[config.mk]
export PLATFORM = sky130hd
export DESIGN_NAME = keypad_scan
export DESIGN_NICKNAME = d
export VERILOG_FILES = /design/src/rtl/keypad_scan.sv
export SDC_FILE = /design/constraint.sdc
export NUM_CORES = 1
export LEC_CHECK = 0
export ABC_AREA = 0
export CORE_MARGIN = 2
export CORE_UTILIZATION = 29
export CTS_BUF_LIST = sky130_fd_sc_hd__clkbuf_8
export CTS_CLUSTER_DIAMETER = 30
export DETAILED_ROUTE_END_ITERATION = 12
export SLEW_MARGIN = 20
export SYNTH_ARGS = -nofsm -noshare
export SYNTH_HDL_FRONTEND = slang
export SYNTH_HIERARCHICAL = 1
export SYNTH_SLANG_ARGS = --single-unit
[constraint.sdc]
create_clock -name clk -period 4.62 [get_ports clk]
set_input_delay 0.924 -clock clk [delete_from_list [all_inputs] [get_ports clk]]
set_output_delay 0.924 -clock clk [all_outputs]
set_load 0.05 [all_outputs]
[src/rtl/keypad_scan.sv]
// rtl/keypad_scan.sv - 4x4 keypad matrix scanner with debounce and key event FIFO

module keypad_event_fifo #(
    parameter int W = 5
) (
    input  logic         clk,
    input  logic         rst,
    input  logic [W-1:0] in_tdata,
    input  logic         in_tvalid,
    output logic [W-1:0] out_tdata,
    output logic         out_tvalid,
    input  logic         out_tready,
    output logic         overflow
);

    logic [W-1:0] mem [4];
    logic [1:0]   wr_ptr;
    logic [1:0]   rd_ptr;
    logic [2:0]   count;
    logic         full;
    logic         pop;
    logic         push_ok;

    assign full       = (count == 3'd4);
    assign out_tvalid = (count != 3'd0);
    assign out_tdata  = mem[rd_ptr];
    assign pop        = out_tvalid && out_tready;
    // A full FIFO still accepts a push when the head leaves on the same edge.
    assign push_ok    = in_tvalid && (!full || pop);

    always_ff @(posedge clk) begin
        if (rst) begin
            wr_ptr   <= 2'd0;
            rd_ptr   <= 2'd0;
            count    <= 3'd0;
            overflow <= 1'b0;
            for (int i = 0; i < 4; i++) begin
                mem[i] <= '0;
            end
        end else begin
            if (push_ok) begin
                mem[wr_ptr] <= in_tdata;
                wr_ptr      <= wr_ptr + 2'd1;
            end
            if (pop) begin
                rd_ptr <= rd_ptr + 2'd1;
            end
            case ({push_ok, pop})
                2'b10:   count <= count + 3'd1;
                2'b01:   count <= count - 3'd1;
                default: count <= count;
            endcase
            if (in_tvalid && full && !pop) begin
                overflow <= 1'b1;
            end
        end
    end

endmodule

module keypad_scan #(
    parameter int rate     = 1000,
    parameter int clk_f    = 100000000,
    parameter int clk_d    = clk_f / (rate * 4),
    parameter int DEBOUNCE = 3
) (
    input  logic        clk,
    input  logic        rst,
    input  logic [3:0]  row,
    output logic [3:0]  col,
    output logic [15:0] keys,
    output logic        key_valid,
    output logic [4:0]  key_code,
    input  logic        key_ready,
    output logic        overflow
);

    localparam int             CW         = $clog2(clk_d);
    localparam logic [CW-1:0]  C_LAST     = CW'(clk_d - 1);
    localparam logic [3:0]     STABLE_MAX = 4'(DEBOUNCE - 1);

    logic [CW-1:0] c;
    logic [1:0]    idx;
    logic [15:0]   scan;
    logic [15:0]   prev;
    logic [15:0]   pending;
    logic [3:0]    stable_cnt;

    logic          slot_end;
    logic          scan_done;
    logic [15:0]   scan_next;
    logic [3:0]    stable_next;
    logic          update_keys;
    logic          ev_valid;
    logic [3:0]    ev_idx;
    logic [15:0]   ev_mask;
    logic [4:0]    ev_code;

    // Rows are sampled at the end of each column slot so the lines have settled.
    always_comb begin
        slot_end  = (c == C_LAST);
        scan_done = slot_end && (idx == 2'd3);
        scan_next = scan;
        if (slot_end) begin
            scan_next[{idx, 2'b00} +: 4] = ~row;
        end
        if (scan_next == prev) begin
            stable_next = (stable_cnt == STABLE_MAX) ? stable_cnt : stable_cnt + 4'd1;
        end else begin
            stable_next = 4'd0;
        end
        update_keys = scan_done && (stable_next == STABLE_MAX) && (scan_next != keys);
    end

    // Lowest pending key goes first; descending loop leaves the lowest index.
    always_comb begin
        ev_valid = |pending;
        ev_idx   = 4'd0;
        for (int i = 15; i >= 0; i--) begin
            if (pending[i]) begin
                ev_idx = 4'(i);
            end
        end
        ev_mask = ev_valid ? (16'd1 << ev_idx) : 16'd0;
        ev_code = {keys[ev_idx], ev_idx};
    end

    always_ff @(posedge clk) begin
        if (rst) begin
            c          <= '0;
            idx        <= 2'd0;
            col        <= 4'b1110;
            scan       <= 16'd0;
            prev       <= 16'd0;
            keys       <= 16'd0;
            stable_cnt <= 4'd0;
            pending    <= 16'd0;
        end else begin
            c   <= slot_end ? '0 : c + 1'b1;
            col <= ~(4'b0001 << idx);
            if (slot_end) begin
                idx <= idx + 2'd1;
            end
            scan <= scan_next;
            if (scan_done) begin
                stable_cnt <= stable_next;
                if (scan_next != prev) begin
                    prev <= scan_next;
                end
            end
            if (update_keys) begin
                keys <= scan_next;
            end
            pending <= (pending & ~ev_mask) | (update_keys ? (scan_next ^ keys) : 16'd0);
        end
    end

    keypad_event_fifo #(
        .W (5)
    ) u_fifo (
        .clk        (clk),
        .rst        (rst),
        .in_tdata   (ev_code),
        .in_tvalid  (ev_valid),
        .out_tdata  (key_code),
        .out_tvalid (key_valid),
        .out_tready (key_ready),
        .overflow   (overflow)
    );

endmodule

# == Word level (Yosys, flattened, before mapping) ==
# Memories as Yosys holds them, arrays and structs flattened. A register that Yosys moved wholly into a read port is not among the register bits.
# Index checks and enable logic that the tools add are counted.
# totals
regBits,97
mem_bits_rw,20
inputBits,7
output_inout_bits,27
elab_cells,93
n_memories,1
# memory_table
name,words,width,read_ports,rd_ports_with_merged_regs,wr,line_no,text
u_fifo.mem,4,5,1,1,4,16,logic [W-1:0] mem [4];
# classes
add_sub_neg,8
magnitude_cmp,1
eq_ne,10
shifts,4
muxes,35
bitwise_logic,6
reduce_logical,16
# op_table
op,n
$mux W4,18
$mux W16,3
$ne A16 B16 Y1,2
$and A16 B16 Y16,1
$bwmux W16,1
$eq A16 B16 Y1,1
$not A16 Y16,1
$or A16 B16 Y16,1
$reduce_or A16 Y1,1
$shift A4 B6 Y16 const A,1
$shiftx A4 B6 Y16,1
$shl A1 B4 Y16 const A,1
$xor A16 B16 Y16,1
$add A15 B1 Y15 const B,1
$eq A15 B15 Y1 const B,1
$eq A4 B2 Y1 const B,2
$not A4 Y4,2
$logic_and A1 B1 Y1,7
$mux W1,7
$add A2 B1 Y2 const B,3
$mux W2,3
$neg A4 Y6,1
$pmux W3 S2,1
$lt A4 B5 Y1 const B,1
16 further kinds,18

# == Depth between registers and ports, before layout ==
# logic_depth
word_depth,21
depth_mapped,14
mapped_depth_nobuf,12

# == Modules after synthesis ==
# Netlist, hierarchy kept.
# modules_own_cells
module,instances,cells_per_inst,area_per_inst_um2,seq_area_each_um2
keypad_scan,1,577,5084.9,1781.7
keypad_event_fifo,1,101,1343.8,800.8

# == Worst setup path after synthesis ==
# Ideal clock, no wire load.
# synth_path
path_kind,reg-to-reg
start,register idx[0]
end,register keys[0]
setup_ns,0.121
arrival_ns,3.540
required_time_ns,4.499
slack_ns,0.958
stages_incl_launch_ff,14
n_path_buf,3
period_less_slack_ns,3.662
path_cell_list,dfxtp_1 -> clkbuf_1 -> inv_1 -> ha_1 -> clkbuf_1 -> nor4b_1 -> nor2_1 -> mux2i_1 -> o211ai_1 -> nor4_4 -> and4_4 -> nand4b_4 -> buf_6 -> mux2_4
# synth_via
elab_chain_cells,9
word_cells_on_any_way,13
cone_classes,1 x add/sub; 4 x eq/ne; 2 x shift; 3 x mux; 3 x reduce/logical
# synth_lines
item,line_no,text
from (decl),83,logic [1:0] idx;
from (signal assigned),142,idx <= idx + 2'd1;
$neg A4 Y6,105,"scan_next[{idx, 2'b00} +: 4] = ~row;"
$shiftx A4 B6 Y16 or $shift A4 B6 Y16 (tied branches),105,
$bwmux W16,105,
$mux W16,104,if (slot_end) begin
$eq A16 B16 Y1,107,if (scan_next == prev) begin
$mux W4,107,
$eq A4 B2 Y1,112,update_keys = scan_done && (stable_next == STABLE_MAX) && (scan_next != keys);
$logic_and A1 B1 Y1 (2 in series),112,
to (signal assigned),152,keys <= scan_next;
to (decl),71,"output logic [15:0] keys,"
# Several ways; a longest one is shown, not always the timed one.
# A chain may end at the register's enable or synchronous reset.

# == Final worst setup path ==
# layout_path
start,register c[0]
end,register keys[15]
# layout_via
elab_chain_cells,7
word_cells_on_any_way,9
cone_classes,4 x eq/ne; 2 x mux; 3 x reduce/logical
# layout_lines
item,line_no,text
from (decl),82,logic [CW-1:0] c;
from (signal assigned),139,c <= slot_end ? '0 : c + 1'b1;
$eq A15 B15 Y1 *,101,slot_end = (c == C_LAST);
$mux W16,104,
$eq A16 B16 Y1,107,
$mux W4,107,
$eq A4 B2 Y1,112,
$logic_and A1 B1 Y1 (2 in series),112,
# Mark *: on every way between the ends. The rest lies on a longest branch, timed or not.

==> flow_summary.toml <==
[logic_synthesis]
synth_cells = 678
synth_top_family_by_area = "simple AND/OR/NAND/NOR gates"
synth_top_area_share_pct = 30.8
synthAdderAreaFrac_pct = 2.06
syn-num-nets = 695
synthFlopType = "dfxtp_1"
seq_area_frac_synth_pct = 40.2
yosysTopAreaCell = "dfxtp_1"
synth_edf_count = 20
synth_xor_area_share_pct = 7.36
postSynth.asyncResetShare_pct = 0
syn-cell-area_um2 = 6430
ys_ff_latch = 119
synthDistinctLibCells = 68
synthMuxAreaShare_pct = 10.6
synth_compound_area_share_pct = 11.6
syn_area_per_cell_um2 = 9.48
synth_simple_gate_area_share_pct = 24.6
yosysWarnings = 6
synthTopCellsByArea = "dfxtp_1, edfxtp_1, mux2i_1, xor2_1, nor2_1"
netlist_top_cells_count = "dfxtp_1, nor2_1, nand2_1"
synth.most_common_cell = "dfxtp_1"

[global_route]
antenna_found_initial = 0
grt_start_max_net_pins = 60
overflow = 0
grt_pass1_wl_mm = 24.7
grt_pass1_vias = 4664
track_usage_pct = 13.1

[detailed_routing]
ant_nets = 0
drt_iter0_drc = 284
drc = 0
wirelength_mm = 15.2
firstDrtPassIters = 5
viasPerCell = 4.93
routed-via-count = 4967
wl_per_cell_um = 15.1

[clock_network]
cts_buffers = 17
cts_resized = 0
htreeDepth = 4
root_buffer = "clkbuf_8"
clockBufferDepth = 2
cts_num_sinks = 119
tritoncts = "done"
cts_setup_buffers = 0
cts.clk_slew.worst_paths_ns = 0.08
holdBufCountCts = 0
clk_latency_ns = 0.45

[floorplan]
io_pins = 34
die_y_um = 153
rows = 54
initial_core_util_pct = 29.5
core_um2 = 21800
dieArea_um2 = 23400
die_w_um = 153

[worst_hold_path]
hold_class = "flop to flop"

[sta]
finalHoldViolCount = 0
worstMarginPinSlew_ns = 0.802
finalSetupViolations = 0
post-route-period-util_pct = 87.5
fmax_mhz = 247
rsz0062_at_grt = "false"
drv_slew = 0
fin_crit_ns = 4.04
timing.slew.headroom_pct = 46.1
fin_skew_ns = 0.0158
setup-tns-final_ns = 0

[layout]
area_growth_syn_to_layout_pct = 16.0
fin_cells = 1007
layout-drive-gt1-share_pct = 12.8
nets = 731
n_antenna_cell = 0

[placed_design]
dp_hpwl_mm = 11.1
gp_congestion = 0.814
port_buffers = 33
place_inst = 975

[critical_path]
path_cells = "ha_1 -> nand4_1 -> or4_1 -> mux2i_1 -> xor2_1 -> nor4b_1 -> nand4_1 -> nand4b_4 -> mux2_1"
slowest_stage = "or4_1"
cp_data_required_time_ns = 4.95
critPathMaxStageDelay_ns = 0.86
critical_path_peak_fanout = 19
path_class = "flop to flop"
start_kind = "flop"
cpMostUsedCell = "nand4_1"
cp_data_arrival_time_ns = 4.38
cp-end-kind = "flop"

[pwr]
p_per_area_nw_per_um2 = 274
leakage_uw = 0.00274
ir_worst_vdd_mv = 0.199

[status]
status = "complete, no violations"

[flow_run]
maxCapViolations = 0
## critical path: cells and delay by family (launching register included)
family,cells,cell delay [ns]
xor gates and xnor gates,1,0.23
DFF,1,0.36
adders and majority gates,1,0.25
muxes,2,0.84
and+or+nand+nor,5,2.24
## per-layer routing
layer	track usage (%)	share of wire (%)
met5	0	0
met4	4.14	1.4
met3	3.40	4.1
met2	20.3	45
met1	17.8	49
## registers in the layout, indices dropped and copies added (netlist names), named ones only
name	flops
c	15
col	4
idx	2
keys	16
pending	16
prev	16
scan	16
stable_cnt	4
u_fifo/count	3
u_fifo/mem	20
u_fifo/overflow	1
u_fifo/rd_ptr	2
u_fifo/wr_ptr	2
## cell type report
cell class,count,area [µm²]
Sequential cell,119,2580
Timing Repair Buffer,50,455
Tap cell,280,350
Multi-Input combinational cell,504,3610
Inverter,22,82.6
Fill cell,2236,14400
Clock inverter,15,143
Clock buffer,17,234
## layout by cell type (no fill, tap or decap), drive strengths merged, types with 7 or more instances in the layout
master,n
dfxtp,99
nor2,75
nand2,37
xor2,35
mux2i,32
clkdlybuf4s50,32
inv,27
o21ai,25
a21oi,22
nand2b,22
nor2b,22
edfxtp,20
xnor2,19
buf,18
clkbuf,17
mux2,17
and3,15
o22ai,13
nor3,13
and2,12
nand3,11
a211oi,11
nor4b,11
ha,9
nor4,9
or2,8
a31oi,7
nand3b,7
or3,7
## metrics by stage
step           worst slack [ns]  total power, µW  utilization, %  instance area, µm²  hold slack, ns
6_report                  0.576             2040            34.2                7460           0.456
5_1_grt                   0.260             2120            34.2                7460           0.498
4_1_cts                   0.537             2070            34.2                7460           0.464
3_5_place_dp              0.415             1150            32.4                7080           0.443
3_3_place_gp              0.478             1150            32.4                7080           0.432
2_1_floorplan             0.958             1130               -                6430           0.418
## final timing paths
kind	endpoint	startpoint	slack (ns)	cells after the start
worst max-delay path	keys[15]	c[0]	0.58	9
worst min register to register	c[0]	c[0]	0.46	1
worst max register to register	keys[15]	c[0]	0.58	9
worst min-delay path	c[0]	c[0]	0.46	1
## report_power, final
part | switching, µW | internal (µW)
clock | 481 | 435
combinational | 37.4 | 21.6
sequential | 6.23 | 1060
## cell families after synthesis
family,after synthesis
muxes,54
buffers and inverters,55
adders and majority gates,10
and+or+nand+nor,273
DFF,119
AOI/OAI and AO/OA,113
xor gates and xnor gates,54
(Power assumes the default switching activity.)
